[config.mk]
export PLATFORM = sky130hd
export DESIGN_NAME = sram_phase_sequencer
export DESIGN_NICKNAME = d
export VERILOG_FILES = /design/src/rtl/sram_phase_sequencer.sv
export SDC_FILE = /design/constraint.sdc
export NUM_CORES = 1
export LEC_CHECK = 0
export CORE_ASPECT_RATIO = 0.75
export CORE_MARGIN = 3
export CORE_UTILIZATION = 45
export DETAILED_ROUTE_END_ITERATION = 6
export HOLD_SLACK_MARGIN = 0.03
export PLACE_DENSITY = 0.84
export SLEW_MARGIN = 20
export SYNTH_ARGS = -nofsm -noshare
export SYNTH_HDL_FRONTEND = slang
export SYNTH_SLANG_ARGS = --single-unit
[constraint.sdc]
create_clock -name Clock -period 7 [get_ports Clock]
set_input_delay 1.4 -clock Clock [delete_from_list [all_inputs] [get_ports Clock]]
set_output_delay 1.4 -clock Clock [all_outputs]
set_load 0.1 [all_outputs]
[src/rtl/sram_phase_sequencer.sv]
// Runs the LOAD, M1 and M2 decoder phases in order over one shared SRAM port.
// The bus is handed to one client at a time, with a parked guard gap between owners.
module sram_phase_sequencer #(
    parameter int unsigned GUARD_CYCLES = 3,
    parameter logic [23:0] TIMEOUT      = 24'd16000000
) (
    input  logic        Clock,
    input  logic        Reset,
    input  logic        Go,
    input  logic [2:0]  Skip,
    output logic        LOAD_Start,
    output logic        M1_Start,
    output logic        M2_Start,
    input  logic        LOAD_Stop,
    input  logic        M1_Stop,
    input  logic        M2_Stop,
    input  logic [17:0] LOAD_address,
    input  logic [17:0] M1_address,
    input  logic [17:0] M2_address,
    input  logic [15:0] LOAD_write_data,
    input  logic [15:0] M1_write_data,
    input  logic [15:0] M2_write_data,
    input  logic        LOAD_we_n,
    input  logic        M1_we_n,
    input  logic        M2_we_n,
    output logic [17:0] SRAM_address,
    output logic [15:0] SRAM_write_data,
    output logic        SRAM_we_n,
    output logic        Busy,
    output logic        Done,
    output logic        Error,
    output logic [1:0]  Phase,
    output logic [23:0] Cycle_count
);

    typedef enum logic [2:0] {
        S_IDLE  = 3'd0,
        S_START = 3'd1,
        S_RUN   = 3'd2,
        S_GUARD = 3'd3,
        S_DONE  = 3'd4,
        S_ERROR = 3'd5
    } state_t;

    localparam logic [1:0]  PH_NONE    = 2'd3;
    localparam logic [3:0]  GUARD_LAST = 4'(GUARD_CYCLES - 1);
    localparam logic [23:0] CNT_MAX    = 24'hFFFFFF;

    state_t      state_q, state_d;
    logic [1:0]  phase_q, phase_d;
    logic [1:0]  owner_q, owner_d;
    logic [1:0]  nxt_s;
    logic [2:0]  skip_q, skip_d;
    logic [2:0]  start_q, start_d;
    logic [23:0] run_cnt_q, run_cnt_d;
    logic [23:0] cycle_count_q, cycle_count_d;
    logic [3:0]  guard_cnt_q, guard_cnt_d;
    logic        busy_q, busy_d;
    logic        done_q, done_d;
    logic        error_q, error_d;
    logic        stop_s;

    // Lowest phase index >= lo that is not skipped; PH_NONE when none remains.
    function automatic logic [1:0] first_enabled(input logic [2:0] skip, input logic [1:0] lo);
        logic [1:0] sel;
        sel = PH_NONE;
        for (int i = 2; i >= 0; i--) begin
            if ((i >= int'(lo)) && !skip[i]) begin
                sel = 2'(i);
            end
        end
        return sel;
    endfunction

    // Completion level of the current owner only; other clients' Stops are ignored.
    always_comb begin
        case (owner_q)
            2'd0:    stop_s = LOAD_Stop;
            2'd1:    stop_s = M1_Stop;
            2'd2:    stop_s = M2_Stop;
            default: stop_s = 1'b0;
        endcase
    end

    // Sequencer next-state, counters and registered-output decode.
    always_comb begin
        state_d       = state_q;
        phase_d       = phase_q;
        owner_d       = owner_q;
        skip_d        = skip_q;
        run_cnt_d     = run_cnt_q;
        guard_cnt_d   = guard_cnt_q;
        cycle_count_d = cycle_count_q;
        nxt_s         = PH_NONE;
        case (state_q)
            S_IDLE, S_DONE: begin
                if (Go) begin
                    skip_d = Skip;
                    nxt_s  = first_enabled(Skip, 2'd0);
                    if (nxt_s == PH_NONE) begin
                        state_d = S_DONE;
                    end else begin
                        state_d = S_START;
                        phase_d = nxt_s;
                        owner_d = nxt_s;
                    end
                end else begin
                    state_d = state_q;
                end
            end
            S_START: begin
                run_cnt_d = 24'd0;
                state_d   = S_RUN;
            end
            S_RUN: begin
                run_cnt_d = (run_cnt_q == CNT_MAX) ? run_cnt_q : run_cnt_q + 24'd1;
                if (stop_s) begin
                    cycle_count_d = run_cnt_d;
                    guard_cnt_d   = 4'd0;
                    owner_d       = PH_NONE;
                    state_d       = S_GUARD;
                end else if (run_cnt_d >= TIMEOUT) begin
                    owner_d = PH_NONE;
                    state_d = S_ERROR;
                end else begin
                    state_d = S_RUN;
                end
            end
            S_GUARD: begin
                if (guard_cnt_q == GUARD_LAST) begin
                    nxt_s = first_enabled(skip_q, phase_q + 2'd1);
                    if (nxt_s == PH_NONE) begin
                        state_d = S_DONE;
                    end else begin
                        state_d = S_START;
                        phase_d = nxt_s;
                        owner_d = nxt_s;
                    end
                end else begin
                    guard_cnt_d = guard_cnt_q + 4'd1;
                end
            end
            S_ERROR: begin
                owner_d = PH_NONE;
            end
            default: begin
                state_d = S_IDLE;
                owner_d = PH_NONE;
            end
        endcase

        start_d = 3'b000;
        if (state_d == S_START) begin
            start_d = 3'b001 << phase_d;
        end else begin
            start_d = 3'b000;
        end
        busy_d  = (state_d == S_START) || (state_d == S_RUN) || (state_d == S_GUARD);
        done_d  = (state_d == S_DONE);
        error_d = (state_d == S_ERROR);
    end

    // State and output registers with synchronous reset.
    always_ff @(posedge Clock) begin
        if (Reset) begin
            state_q       <= S_IDLE;
            phase_q       <= PH_NONE;
            owner_q       <= PH_NONE;
            skip_q        <= 3'b000;
            start_q       <= 3'b000;
            run_cnt_q     <= 24'd0;
            cycle_count_q <= 24'd0;
            guard_cnt_q   <= 4'd0;
            busy_q        <= 1'b0;
            done_q        <= 1'b0;
            error_q       <= 1'b0;
        end else begin
            state_q       <= state_d;
            phase_q       <= phase_d;
            owner_q       <= owner_d;
            skip_q        <= skip_d;
            start_q       <= start_d;
            run_cnt_q     <= run_cnt_d;
            cycle_count_q <= cycle_count_d;
            guard_cnt_q   <= guard_cnt_d;
            busy_q        <= busy_d;
            done_q        <= done_d;
            error_q       <= error_d;
        end
    end

    // Zero-latency bus mux from the registered owner; parked when nobody owns it.
    always_comb begin
        SRAM_address    = 18'd0;
        SRAM_write_data = 16'd0;
        SRAM_we_n       = 1'b1;
        case (owner_q)
            2'd0: begin
                SRAM_address    = LOAD_address;
                SRAM_write_data = LOAD_write_data;
                SRAM_we_n       = LOAD_we_n;
            end
            2'd1: begin
                SRAM_address    = M1_address;
                SRAM_write_data = M1_write_data;
                SRAM_we_n       = M1_we_n;
            end
            2'd2: begin
                SRAM_address    = M2_address;
                SRAM_write_data = M2_write_data;
                SRAM_we_n       = M2_we_n;
            end
            default: begin
                SRAM_address    = 18'd0;
                SRAM_write_data = 16'd0;
                SRAM_we_n       = 1'b1;
            end
        endcase
    end

    assign LOAD_Start  = start_q[0];
    assign M1_Start    = start_q[1];
    assign M2_Start    = start_q[2];
    assign Busy        = busy_q;
    assign Done        = done_q;
    assign Error       = error_q;
    assign Phase       = phase_q;
    assign Cycle_count = cycle_count_q;

endmodule

Yosys cells after proc, flatten, opt, wreduce, memory -nomap -nowiden
Index checks and enable logic that the tools add are counted.

Word-level logic and storage cells: 100. Bits in registers: 68. Output and inout bits: 67. Input bits: 114.

Bitwise gates (word level): 2. $lt $le $gt $ge: 4. Reduce and logical (&&, ||, !) cells: 18. $add $sub $neg: 3. Muxes and demuxes: 38. Shift-type cells: 1. Eq/ne operators: 23.

Operators with widths (number): case mux 18 bit (3 select lines) (1); case mux 16 bit (3 select lines) (1); case mux 24 bit (2 select lines) (1); two-way mux 2 bit (18); adder 24 x 1 -> 24 bit (second input constant) (1); equality test 24 bit (second input constant) (1); >= comparator 24 bit (second input constant) (1); two-way mux 24 bit (1); two-way mux 3 bit (6); case mux 3 bit (5 select lines) (1); equality test 3 x 2 -> 1 bit (second input constant) (4); equality test 3 bit (second input constant) (4); != test 2 bit (second input constant) (6); two-way mux 4 bit (2); case mux 2 bit (4 select lines) (1); case mux 4 bit (2 select lines) (1); equality test 2 bit (second input constant) (3); equality test 3 x 1 -> 1 bit (second input constant) (2); case mux 1 bit (3 select lines) (2); AND reduction 6 bit (1); adder 4 x 1 -> 4 bit (second input constant) (1); equality test 4 x 2 -> 1 bit (second input constant) (1); >= comparator 1 x 2 -> 1 bit (first input constant) (2); case mux 2 bit (2 select lines) (1); 16 further kinds (26).

Logic depth before layout (Yosys ltp)
Gate-level depths: netlist of the first run.

Depth in word-level cells: 15. Depth in mapped cells: 11. Depth with buffers taken out: 10.

Worst setup path after synthesis of the first run
Ideal clock, no wire load.

Path type: input-to-output. Start: input M1_address[12]. End: output SRAM_address[12]. Data required time: 5.600 ns. Stages: 2. Slack: 2.023 ns. Data arrival time: 3.577 ns. Path buffers: 0. Cells stage by stage: mux2i_1 o21ai_0.

Word-level cells in the longest chain between the ends: 1.

Ends and longest elaborated chain: from (decl) (RTL line 18) `input logic [17:0] M1_address,`; case mux 18 bit (3 select lines) (RTL line 197) `case (owner_q)`; to (decl) (RTL line 26) `output logic [17:0] SRAM_address,`.

Every way passes these cells.

Final worst setup path of the first run
Start: input LOAD_address[7]. End: output SRAM_address[7].

Word-level cells in the longest chain between the ends: 1.

Ends and longest elaborated chain: from (decl) (RTL line 17) `input logic [17:0] LOAD_address,`; case mux 18 bit (3 select lines) (RTL line 197).

Every way passes these cells.

==> results of run 1 <==
power breakdown:
group          switching (mW)  total, mW  internal (mW)
Sequential             0.0116      0.412          0.400
Clock                   0.154      0.437          0.283
Combinational           0.488      0.686          0.198
critical path, stage by stage:
cell and delay (ps):
clkdlybuf4s50_1 460, mux2i_1 130, o21ai_0 430, clkdlybuf4s50_1 1230
per-stage QoR:
stage | hold slack [ps] | worst slack (ps) | cells
after floorplan | 452.3 | 2023 | 578
after global placement | 443.8 | 1976 | 846
after detailed placement | 454.0 | 2000 | 846
after CTS | 460.7 | 1982 | 861
after global routing | 478.4 | 1946 | 861
final | 460.9 | 1939 | 861
synth_stat cells, types with 8 or more instances:
library cell	instances
nor2_1	82
nand2_1	73
dfxtp_1	68
o21ai_0	58
mux2i_1	40
clkbuf_1	33
a21oi_1	28
a211oi_1	17
nand3_1	13
nor3_1	12
xor2_1	12
inv_1	11
xnor2_1	11
a22oi_1	10
nand2b_1	9
nand4_1	8
cell families (layout without fill, tap and decap cells):
group                      count (synthesis)  count (layout)  share of synthesized area (%)
adders and majority gates                  5               5                          1.440
and+or+nand+nor                          239             239                          26.66
AOI/OAI and AO/OA                        144             144                          21.05
muxes                                     42              42                          9.732
xor gates and xnor gates                  23              23                          4.636
buffers and inverters                     57             212                          5.154
DFF                                       68              68                          31.33
registers in the layout, indices dropped and copies added (netlist names):
register / flops
state_q: 3
guard_cnt_q: 4
skip_q: 3
Busy: 1
Phase: 2
start_q: 3
Done: 1
owner_q: 2
run_cnt_q: 24
Cycle_count: 24
Error: 1
cell type report:
| type | instances | share of cell area (%) |
|---|---|---|
| clock buffer | 13 | 3.874 |
| inverter | 11 | 0.6393 |
| clock inverter | 2 | 0.5424 |
| multi-input combinational | 453 | 42.85 |
| timing repair buffer | 186 | 28.52 |
| sequential | 68 | 21.10 |
| tap | 128 | 2.480 |
worst min-delay path by stage:
stage | start | slack (ps) | endpoint
after CTS | Cycle_count[11]$_SDFFE_PP0P_ | 460 | Cycle_count[11]$_SDFFE_PP0P_
after detailed placement | Cycle_count[11]$_SDFFE_PP0P_ | 450 | Cycle_count[11]$_SDFFE_PP0P_
after global placement | Cycle_count[11]$_SDFFE_PP0P_ | 440 | Cycle_count[11]$_SDFFE_PP0P_
after global routing | Cycle_count[23]$_SDFFE_PP0P_ | 480 | Cycle_count[23]$_SDFFE_PP0P_
after floorplan | skip_q[2]$_SDFFE_PP0P_ | 450 | skip_q[2]$_SDFFE_PP0P_
final | Cycle_count[11]$_SDFFE_PP0P_ | 460 | Cycle_count[11]$_SDFFE_PP0P_
cells in the final DEF, fill, tap and decap left out, types with 3 or more instances in the layout:
master,count
a311oi_1,6
a21o_1,3
a22oi_1,10
and3_1,6
a2bb2oi_1,3
or3_1,5
nor2b_1,6
nand2_1,73
nand2b_1,9
mux2i_1,40
xor2_1,12
clkdlybuf4s50_1,179
o31ai_1,4
a21oi_1,28
nor2_1,82
o21ai_0,58
ha_1,5
xnor2_1,11
nor3_1,12
clkbuf_16,9
clkbuf_1,3
nor4_1,4
and2_1,5
a211oi_1,17
inv_1,11
buf_4,6
dfxtp_1,67
nand3_1,13
nand4_1,8
layer usage:
| layer | part of all wire, % | track usage [%] |
|---|---|---|
| met5 | 0 | 0 |
| met3 | 8.1 | 6.974 |
| met4 | 1.4 | 6.196 |
| met1 | 43 | 36.50 |
| met2 | 47 | 46.24 |
==> impl_results.md, run 1 <==
- Core Area: 9234 um2
- Total Die Area: between 10,000 and 15,000 um2
- Util after Layout: 69.95%
- Number of synthesis warnings: 0
- CTS tree: yes
- Worst reg2reg setup slack: 3580 ps
- Die height: 91.10 um
- Peak VDD IR: 0.1053 mV
- Clock buffer count from CTS: 9
- Routability cong.: slightly above 0.9
- Reg-to-reg startpoint: run_cnt_q[11]$_SDFFE_PP0P_
- Remaining antenna violation count: 0
- Outcome: completed
- Vias/cell: 5.604
- Pre-Repair DR Iteration Count: 5
- Worst Path Arrival: 3660 ps
- GRT Total Usage: approximately 28%
- Vias in the first global route: 4,473
- Cell Pwr Density: 237.6 nW/um2
- CP endpoint: SRAM_address[7]
- Fill cells: 761
- Inserted Diodes: 0
- Hold Crit Depth: 2
- Placement Cell Area: 6168 um2
- EDFF count, synth: 0
- Port bufs: 180
- Worst hold path type: flip-flop to flip-flop
- Clk Latency, worst-skew pair: 330 ps
- Syn_area_per_cell: 7.518 um2
- Top cells by area, synth: dfxtp_1 (31%), mux2i_1 (9.2%), nor2_1 (7.1%)
- Initial Util: 47.06%
- Cts repair resizes: 0
- Clk pin slew, worst setup/hold paths: 50 ps
- Min Tclk post-route: 5061 ps
- DRC: 0
- Fraction of the cycle the final worst path needs: 72.30%
- Sink Count: 68
- Std-Cell Rows: 30
- Synth Cell Area: 4345 um2
- HPWL Detailed: 11,780 um
- Final setup fails: 0
- Setup Skew: 5.108 ps
- Post-Layout Inst Area: 6459 um2
- Worst Path Required: 5600 ps
- Post-synthesis sequential area ratio: 31.33%
- Top cell type by total area after synthesis: dfxtp_1
- Drt first-iter violations: 284
- Unrepaired setup endpoints after global routing: false
- Layout cells sized above 1: under 10%
- Leak: 2.420 nW
- Multi-input logic area: 2768 um2
- Vias: 4,825
- Mapped Cells: 578
- Yosys cell types: 52
- Area Overhead vs Synth: 48.63%
- MaxCap Viol Count: 0
- Final Max Slew Viols: 0
- Cts hold-fix bufs: 0
- Relative slew slack: 31.33%
- Overflow after GRT: 0
- Worst slew pin tran: ~1000 ps
- PnR Total Power: ~1.5 mW
- I/O pins: 181
- FF-to-FF End: owner_q[1]$_SDFFE_PP1P_
- Pin count of the biggest net entering global routing: 63
- Mapped Nets: 697
- Final Net Count: roughly 850
- Worst-path maximum fanout: 1
- Fmax: 197.6 MHz
- Post-synth top area share: 31.33%
- Ys flop type: dfxtp_1
- Sequential cell area: around 1400 um2
- #FFs+latches synth: 68
- CP endpoint kind: output pin
- Global-route wire length before repair: 24,580 um
- Startpoint types: input pin
- Sum of negative setup slack: 0 ps
- Ys async rst share: 0%
- CTS H-tree depth: 3
- Routed length per placed instance: 17.86 um
- R2R depth: 8
- CTS max path bufs: 2
- Final WL: 15,380 um
- Die X: between 100 and 150 um
- # Post-CTS Setup Buffers: 0
- CP startpoint: LOAD_address[7]
- Initial antenna violation count: 0
- Fin. Hold Viols: 0
- Root buf cell: clkbuf_16
- CP Class: input pin to output pin
No activity file was read; power rests on OpenSTA's default activity.
==> run 2: changes to the inputs <==
--- a/config.mk
+++ b/config.mk
@@ -7,10 +7,10 @@
 export LEC_CHECK = 0
 export CORE_ASPECT_RATIO = 0.75
 export CORE_MARGIN = 3
-export CORE_UTILIZATION = 45
+export CORE_UTILIZATION = 44
 export DETAILED_ROUTE_END_ITERATION = 6
 export HOLD_SLACK_MARGIN = 0.03
-export PLACE_DENSITY = 0.84
+export PLACE_DENSITY = 0.82
 export SLEW_MARGIN = 20
 export SYNTH_ARGS = -nofsm -noshare
 export SYNTH_HDL_FRONTEND = slang
==> constraint.sdc (replaced) <==
create_clock -name Clock -period 5 [get_ports Clock]
set_input_delay 1 -clock Clock [delete_from_list [all_inputs] [get_ports Clock]]
set_output_delay 1 -clock Clock [all_outputs]
set_load 0.1 [all_outputs]
==> impl_results.md, run 2 (same netlist as run 1, synthesis figures left out) <==
- Outcome: completed (unchanged)
- Worst hold path type: flip-flop to flip-flop (unchanged)
- Clock buffer count from CTS: 9 (unchanged)
- Remaining antenna violation count: 0 (unchanged)
- MaxCap Viol Count: 0 (unchanged)
- Port bufs: 180 (unchanged)
- Final Max Slew Viols: 0 (unchanged)
- Wire length on met3: 1217 um (was 1239 um)
- Global-route wire length before repair: 23,530 um (was 24,580 um)
- Initial Util: 46.68% (was 47.06%)
- Vias in the first global route: 4,378 (was 4,473)
- Most common cell after layout, fill and taps aside: clkdlybuf4s50_1 (unchanged)
- Clk Latency, worst-skew pair: 340 ps (was 330 ps)
- Worst slew pin tran: 1031 ps (was 1027 ps)
- Routed length per placed instance: 17.64 um (was 17.86 um)
- Vias: 4,786 (was 4,825)
- Setup Skew: 5.965 ps (was 5.108 ps)
- Die height: 92.07 um (was 91.10 um)
- CTS tree: yes (unchanged)
- Final Net Count: 847 (was 848)
- Std-Cell Rows: 30 (unchanged)
- Pin count of the biggest net entering global routing: 41 (was 63)
- DRC: 0 (unchanged)
- Final WL: 15,190 um (was 15,380 um)
- # Post-CTS Setup Buffers: 0 (unchanged)
- Inserted Diodes: 0 (unchanged)
- Peak VDD IR: 0.2069 mV (was 0.1053 mV)
- Min Tclk post-route: around 3500 ps
- Final cell count without fillers: 861 (unchanged)
- CTS max path bufs: 2 (unchanged)
- Worst Path Arrival: 3690 ps (was 3660 ps)
- Cts repair resizes: 0 (unchanged)
- HPWL Detailed: 11,470 um (was 11,780 um)
- Multi-input logic area: 2763 um2 (was 2768 um2)
- Initial antenna violation count: 0 (unchanged)
- Overflow after GRT: 0 (unchanged)
- Drt first-iter violations: 357 (was 284)
- CP Class: flip-flop to flip-flop (was input pin to output pin)
- DP Cell Count: 845 (was 846)
- Worst Path Required: 5230 ps (was 5600 ps)
- M1 WL: 6450 um (was 6622 um)
- CP endpoint kind: flip-flop (was output pin)
- Total Die Area: 11,120 um2 (was 10,880 um2)
- GRT Total Usage: 26.34% (was 27.81%)
- Cts hold-fix bufs: 0 (unchanged)
- Layout cells sized above 1: 10.23% (was 5.184%)
- Fin. Hold Viols: 0 (unchanged)
- Startpoint types: flip-flop (was input pin)
- Sink Count: 68 (unchanged)
- Core Area: 9309 um2 (was 9234 um2)
- Cell Pwr Density: 338.0 nW/um2 (was 237.6 nW/um2)
- Fmax: 288.7 MHz
- Area Overhead vs Synth: 46.76% (was 48.63%)
- Most frequent cells in the layout: clkdlybuf4s50_1 (144), nor2_1 (82), nand2_1 (73), dfxtp_1 (67), o21ai_0 (58) (was clkdlybuf4s50_1 (179), nor2_1 (82), nand2_1 (73), dfxtp_1 (67), o21ai_0 (58))
- Leak: 2.477 nW (was 2.420 nW)
- Relative slew slack: 31.28% (was 31.33%)
- Sequential cell area: 1363 um2 (unchanged)
- Fraction of the cycle the final worst path needs: 69.29%
- Unrepaired setup endpoints after global routing: false (unchanged)
- Sum of negative setup slack: 0 ps (unchanged)
- CTS H-tree depth: 3 (unchanged)
- Clk pin slew, worst setup/hold paths: 60 ps (was 50 ps)
- Worst-path maximum fanout: 13 (was 1)
- Worst reg2reg setup slack: 1540 ps (was 3580 ps)
- Routability cong.: 0.9561 (was 0.9068)
- Highest routed layer: met4 (unchanged)
- Die X: 120.8 um (was 119.5 um)
- Fill cells: 778 (was 761)
- Final setup fails: 0 (unchanged)
- Pre-Repair DR Iteration Count: 5 (unchanged)
- Wire length on met2: 7259 um (was 7301 um)
- I/O pins: 181 (unchanged)
- Root buf cell: clkbuf_16 (unchanged)
- Vias/cell: 5.559 (was 5.604)
run 2: per-layer routing:
layer  vias up  global-route usage, %
met5         -                      0
met4         0                  6.981
met3        22                  7.830
met2       194                  44.49
met1      2230                  32.74
li1       2340                      -
run 2: cell type report:
cell class,count,share of cell area (%)
clock buffers,12,4.022
clock inverters,4,0.7455
inverters,11,0.6474
multi-input cells,453,43.32
flip-flops and latches,68,21.37
well taps,128,2.511
repair buffers,185,27.39
run 2: path summary, 6_finish.rpt:
path         cells after the start                        start                          end
max                              8   run_cnt_q[11]$_SDFFE_PP0P_              Busy$_SDFF_PP0_
min                              2  Cycle_count[0]$_SDFFE_PP0P_  Cycle_count[0]$_SDFFE_PP0P_
max reg2reg                      8   run_cnt_q[11]$_SDFFE_PP0P_              Busy$_SDFF_PP0_
min reg2reg                      2  Cycle_count[0]$_SDFFE_PP0P_  Cycle_count[0]$_SDFFE_PP0P_
run 2: stage by stage:
stage | cell area, um2 | hold slack (ps) | setup slack [ps] | utilization (%) | power (mW)
after global routing | 6377 | 471.1 | 1267 | 68.51 | 2.226
after global placement | 6073 | 442.3 | 1586 | 65.24 | 1.509
final | 6377 | 450.8 | 1536 | 68.51 | 2.156
after CTS | 6377 | 453.9 | 1627 | 68.51 | 2.161
after floorplan | 4345 | 452.3 | 530.4 | - | 1.265
after detailed placement | 6073 | 446.9 | 1611 | 65.24 | 1.520
run 2: power by group:
part / internal [mW] / switching [mW]
sequential: 0.560 / 0.0314
clock: 0.411 / 0.231
combinational: 0.257 / 0.666
run 2: critical path, stage by stage, from the launching register on:
cell and delay [ps]:
dfxtp_1 510, nand4_1 260, or3_1 520, nor4_4 720
nor4b_1 150, xor2_1 220, o31ai_2 550, nor2_1 170
a2111oi_2 250
==> RTL change 1 (config.mk and constraints of run 2) <==
Make the reset (`Reset`) asynchronous in one clocked block. Comments in the files are not updated.
--- a/src/rtl/sram_phase_sequencer.sv
+++ b/src/rtl/sram_phase_sequencer.sv
@@ -161,7 +161,7 @@
     end
 
     // State and output registers with synchronous reset.
-    always_ff @(posedge Clock) begin
+    always_ff @(posedge Clock or posedge Reset) begin
         if (Reset) begin
             state_q       <= S_IDLE;
             phase_q       <= PH_NONE;
Check against the original RTL: differs if Reset is asserted again (counterexample within 4 cycles, from zero or initial values and one cycle with Reset high); with Reset held inactive, the same outputs for 10 cycles.
==> RTL change 1 against run 2 <==
Sequential cell count unchanged. Sequential share of layout area up 4.0 points. Routed wire length is 2.7% lower. Count of clock-buffer cells in the layout shrank 3. Cell area increased by 5.7%. Setup slack better by 62 ps. Area after synthesis increased by 6.5%. Register-to-register slack gained 80 ps. Critical path type is now reg2out.
Power is not compared: it rests on default switching activity, and its combinational part moved more than twofold at a synthesized area within 25%.
==> RTL change 1: results (changes against run 2) <==
sequentialPowerShare_pct: 19.9
p_leak_nw: 2.84
cts_max_level: 3  # unchanged
first_pass_iters: 5  # unchanged
vias_per_cell: 5.66  # +1.9%
async_flop_share_pct: 100  # +100 points
yosys_warnings: 0  # unchanged
drtIter0Drc: 493  # +38%
grt_use_total_pct: 24.9  # -1.4 points
worstPathMaxFanout: 40  # +27
fillers: 788  # +1.3%
status: "complete, no violations"
path_delay_family: "flip-flops"
cpPeakStageDelay_ps: 920  # +200 ps
reg2reg_depth: 10  # +2
synthAdderAreaFrac_pct: 1.35  # -0.088 points
r2r_end: "state_q[0]"
crit_start: "owner_q[0]"
ys_top_cells_by_count: "nand2_1 (118), o21ai_0 (91), dfrtp_1 (64)"
drt_wl_total_um: 14800  # -2.7%
ys_types: 59  # +13%
dp_hpwl_um: 11000  # -4.3%
synthMuxAreaShare_pct: 8.92  # -0.81 points
synthFlopType: "dfrtp_1"
fin_skew_ps: 4.34  # -1.63 ps
final_nets: 857  # +1.2%
synthTopCellsByArea: "dfrtp_1 (35%), o21ai_0 (9.8%), nand2_1 (9.6%)"
synth_seq_area_share_pct: 36.9  # +5.6 points
remaining_drc_errors: 0  # unchanged
grt_start_max_net_pins: 45  # +9.8%
grt_pass1_vias: 4854  # +11%
finalHoldViolations: 0  # unchanged
rrSetupSlack_ps: 1620  # +80 ps
cts_root_buffer: "clkbuf_16"
vdd_ir_drop_max_v: 0.000510
postCtsSetupBuffers: 0  # unchanged
avgRoutedWirePerCell_um: 16.9  # -4.3%
worstReg2RegStart: "run_cnt_q[0]"
critical_path.slowest_cell: "dfstp_2"
syn_inst: 578  # unchanged
crit_arrival_ps: 2400  # -1290 ps
synth_compound_area_share_pct: 20.4  # -0.63 points
synth-xor-area-share_pct: 4.54  # -0.093 points
placed_cell_area_um2: 6410  # +5.6%
port_buffers: 180  # unchanged
final_layout_size_suffix_gt1_share_pct: 9.83  # -0.41 points
place_congestion: 0.965  # +0.88%
grt_pass1_wl_um: 24300  # +3.2%
slew_headroom_pct: 33.7  # +2.4 points
synthesis.nets: 697  # unchanged
endpoint: "SRAM_write_data[11]"
RTL change 1: cell count changes in the layout (fill, tap and decap cells not counted), sizes merged, moves of 5 or more:
cell	run 2	this run
a211oi	17	6
a21oi	29	17
a22oi	10	1
a311oi	6	1
dfrtp	0	64
dfxtp	68	0
nand2	73	118
nand3	13	18
nor2	82	33
nor3	13	8
nor4	8	2
o21ai	58	91
o31ai	5	10
RTL change 1: final cells by class:
class | count | share of cell area (%)
sequential | 68 | 25.4
clock inverter | 7 | 1.47
multi-input combinational | 462 | 40.6
inverter | 10 | 0.557
clock buffer | 9 | 3.34
tap | 132 | 2.45
timing repair buffer | 187 | 26.2
RTL change 1: logic make-up (layout without fill, tap and decap cells):
family | after synthesis | after routing
AND/OR/NAND/NOR | 235 | 235
AO/OA/AOI/OAI | 157 | 157
flip-flops | 68 | 68
buffers and inverters | 48 | 213
multiplexers | 41 | 41
XOR/XNOR | 24 | 24
adder cells (fa/ha/maj) | 5 | 5
RTL change 1: metal layers:
layer,GRT usage [%],share of wire [%],up-vias
met1,31.6,41,2334
met4,5.84,1.5,0
met3,6.05,8.0,23
met2,43.6,49,222
met5,0,0,-
li1,-,-,2377
RTL change 1: worst min path at each step:
stage,from,endpoint,slack [ps]
after global placement,Cycle_count[0],Cycle_count[0],460
after detailed placement,Cycle_count[20],Cycle_count[20],470
after global routing,Cycle_count[0],Cycle_count[0],510
after floorplan,skip_q[2],skip_q[2],470
final,Cycle_count[21],Cycle_count[21],480
after CTS,Cycle_count[20],Cycle_count[20],480
RTL change 1: stage by stage:
step	utilization, %	setup slack, ps	power, mW
2_1_floorplan	-	375	2.91
3_3_place_gp	64.6	1870	3.49
3_5_place_dp	64.6	1770	3.55
4_1_cts	67.9	1500	4.25
5_1_grt	67.9	1440	4.45
6_report	67.9	1600	4.25
==> RTL change 2 (flow settings as in run 2) <==
Made on the original files. The parameter `TIMEOUT` goes from 24'd16000000 to 24'd8000000.
--- a/src/rtl/sram_phase_sequencer.sv
+++ b/src/rtl/sram_phase_sequencer.sv
@@ -2,7 +2,7 @@
 // The bus is handed to one client at a time, with a parked guard gap between owners.
 module sram_phase_sequencer #(
     parameter int unsigned GUARD_CYCLES = 3,
-    parameter logic [23:0] TIMEOUT      = 24'd16000000
+    parameter logic [23:0] TIMEOUT      = 24'd8000000
 ) (
     input  logic        Clock,
     input  logic        Reset,
Check against the original RTL: same outputs for any inputs over 10 cycles, from zero or initial values and one cycle with Reset high; that may be too few to reach the edited logic, so the function may still have changed.
==> RTL change 2 against run 2 <==
Area after synthesis is 2.4% lower. Setup slack worse by 340 ps. Combinational power is 2.3% higher. Cell area is 1.0% lower. Die area is 2.3% lower. Sequential cell count stayed put. Synthesized cell count is 1.6% lower. Hold slack hardly changed. Power is 3.5% higher. Routed wire length is 2.0% higher. Global-route usage is 1.3 points higher. Critical path type is now reg2out. Largest power group unchanged.
==> RTL change 2: results (changes against run 2) <==
wl_met2_um: 6970  # -3.9%
synthFlopType: "dfxtp_1"
grt_start_max_net_pins: 59  # +44%
synthTopCellsByArea: "dfxtp_1 (32%), mux2i_1 (8.5%), nor2_1 (7.3%)"
pre_cts_ws_ps: 1620  # +12.5 ps
synth_seq_area_share_pct: 32.1  # +0.77 points
slew_headroom_pct: 24.0  # -7.2 points
drtIter0Drc: 401  # +12%
worstReg2RegStart: "run_cnt_q[0]"
vias_per_cell: 5.59  # +0.64%
cts_buffers: 9  # unchanged
dp_hpwl_um: 11500  # +0.61%
fillers: 775  # -0.39%
worstPathMaxFanout: 37  # +24
final_nets: 844  # -0.35%
drt_wl_total_um: 15500  # +2.0%
placed_cell_area_um2: 5990  # -1.4%
reg2reg_depth: 9  # +1
p_leak_nw: 2.48  # +0.17%
crit_arrival_ps: 2800  # -890 ps
synthesis.nets: 688  # -1.3%
layoutNonFillerInstCount: 858  # -0.35%
met1Wirelength_um: 6900  # +7.0%
fin_skew_ps: 9.80  # +3.84 ps
grt_use_total_pct: 27.6  # +1.3 points
grtUsageMet3_pct: 7.85  # +0.016 points
endpoint: "SRAM_write_data[1]"
grtUsageMet1_pct: 38.6  # +5.9 points
min_period_ps: 3800  # +335 ps
grt_pass1_wl_um: 24300  # +3.4%
first_pass_iters: 5  # unchanged
holdWs_ps: 451  # +0.410 ps
ys_top_cells_by_count: "nor2_1 (82), nand2_1 (70), dfxtp_1 (68)"
vdd_ir_drop_max_v: 0.000219  # +5.8%
n_antenna_cell: 0  # unchanged
crit_start: "owner_q[1]"
setup_tns_ps: 0  # unchanged
grt_pass1_vias: 4495  # +2.7%
final_layout_size_suffix_gt1_share_pct: 9.59  # -0.64 points
status: "complete, no violations"
r2r_end: "owner_q[0]"
[RTL change 2: logic make-up after synthesis]
logic type | count (synthesis) | share of synthesized area [%]
buffers and inverters | 50 | 4.75
multiplexers | 36 | 8.50
flip-flops | 68 | 32.1
XOR/XNOR | 25 | 5.34
AO/OA/AOI/OAI | 156 | 22.4
AND/OR/NAND/NOR | 229 | 25.5
adder cells (fa/ha/maj) | 5 | 1.47
[RTL change 2: worst max-delay path, cell delays in order, from the launching register on]
cell     delay (ps)
dfxtp_1        1070
inv_1           230
nor2_2          210
buf_4           380
nand2_1          90
o21ai_0         120
buf_4           350
[RTL change 2: layout make-up]
cell class                 instances  area, um2  area share (%)
sequential                        68       1360            21.6
tap                              128        160            2.54
clock inverter                     6       88.8            1.41
clock buffer                      10        229            3.63
multi-input combinational        451       2680            42.5
inverter                          10       37.5           0.595
timing repair buffer             185       1750            27.7
[RTL change 2: power breakdown]
part	switching, mW	internal, mW	total, mW
clock network	0.244	0.437	0.681
logic	0.683	0.261	0.944
registers	0.0442	0.562	0.606
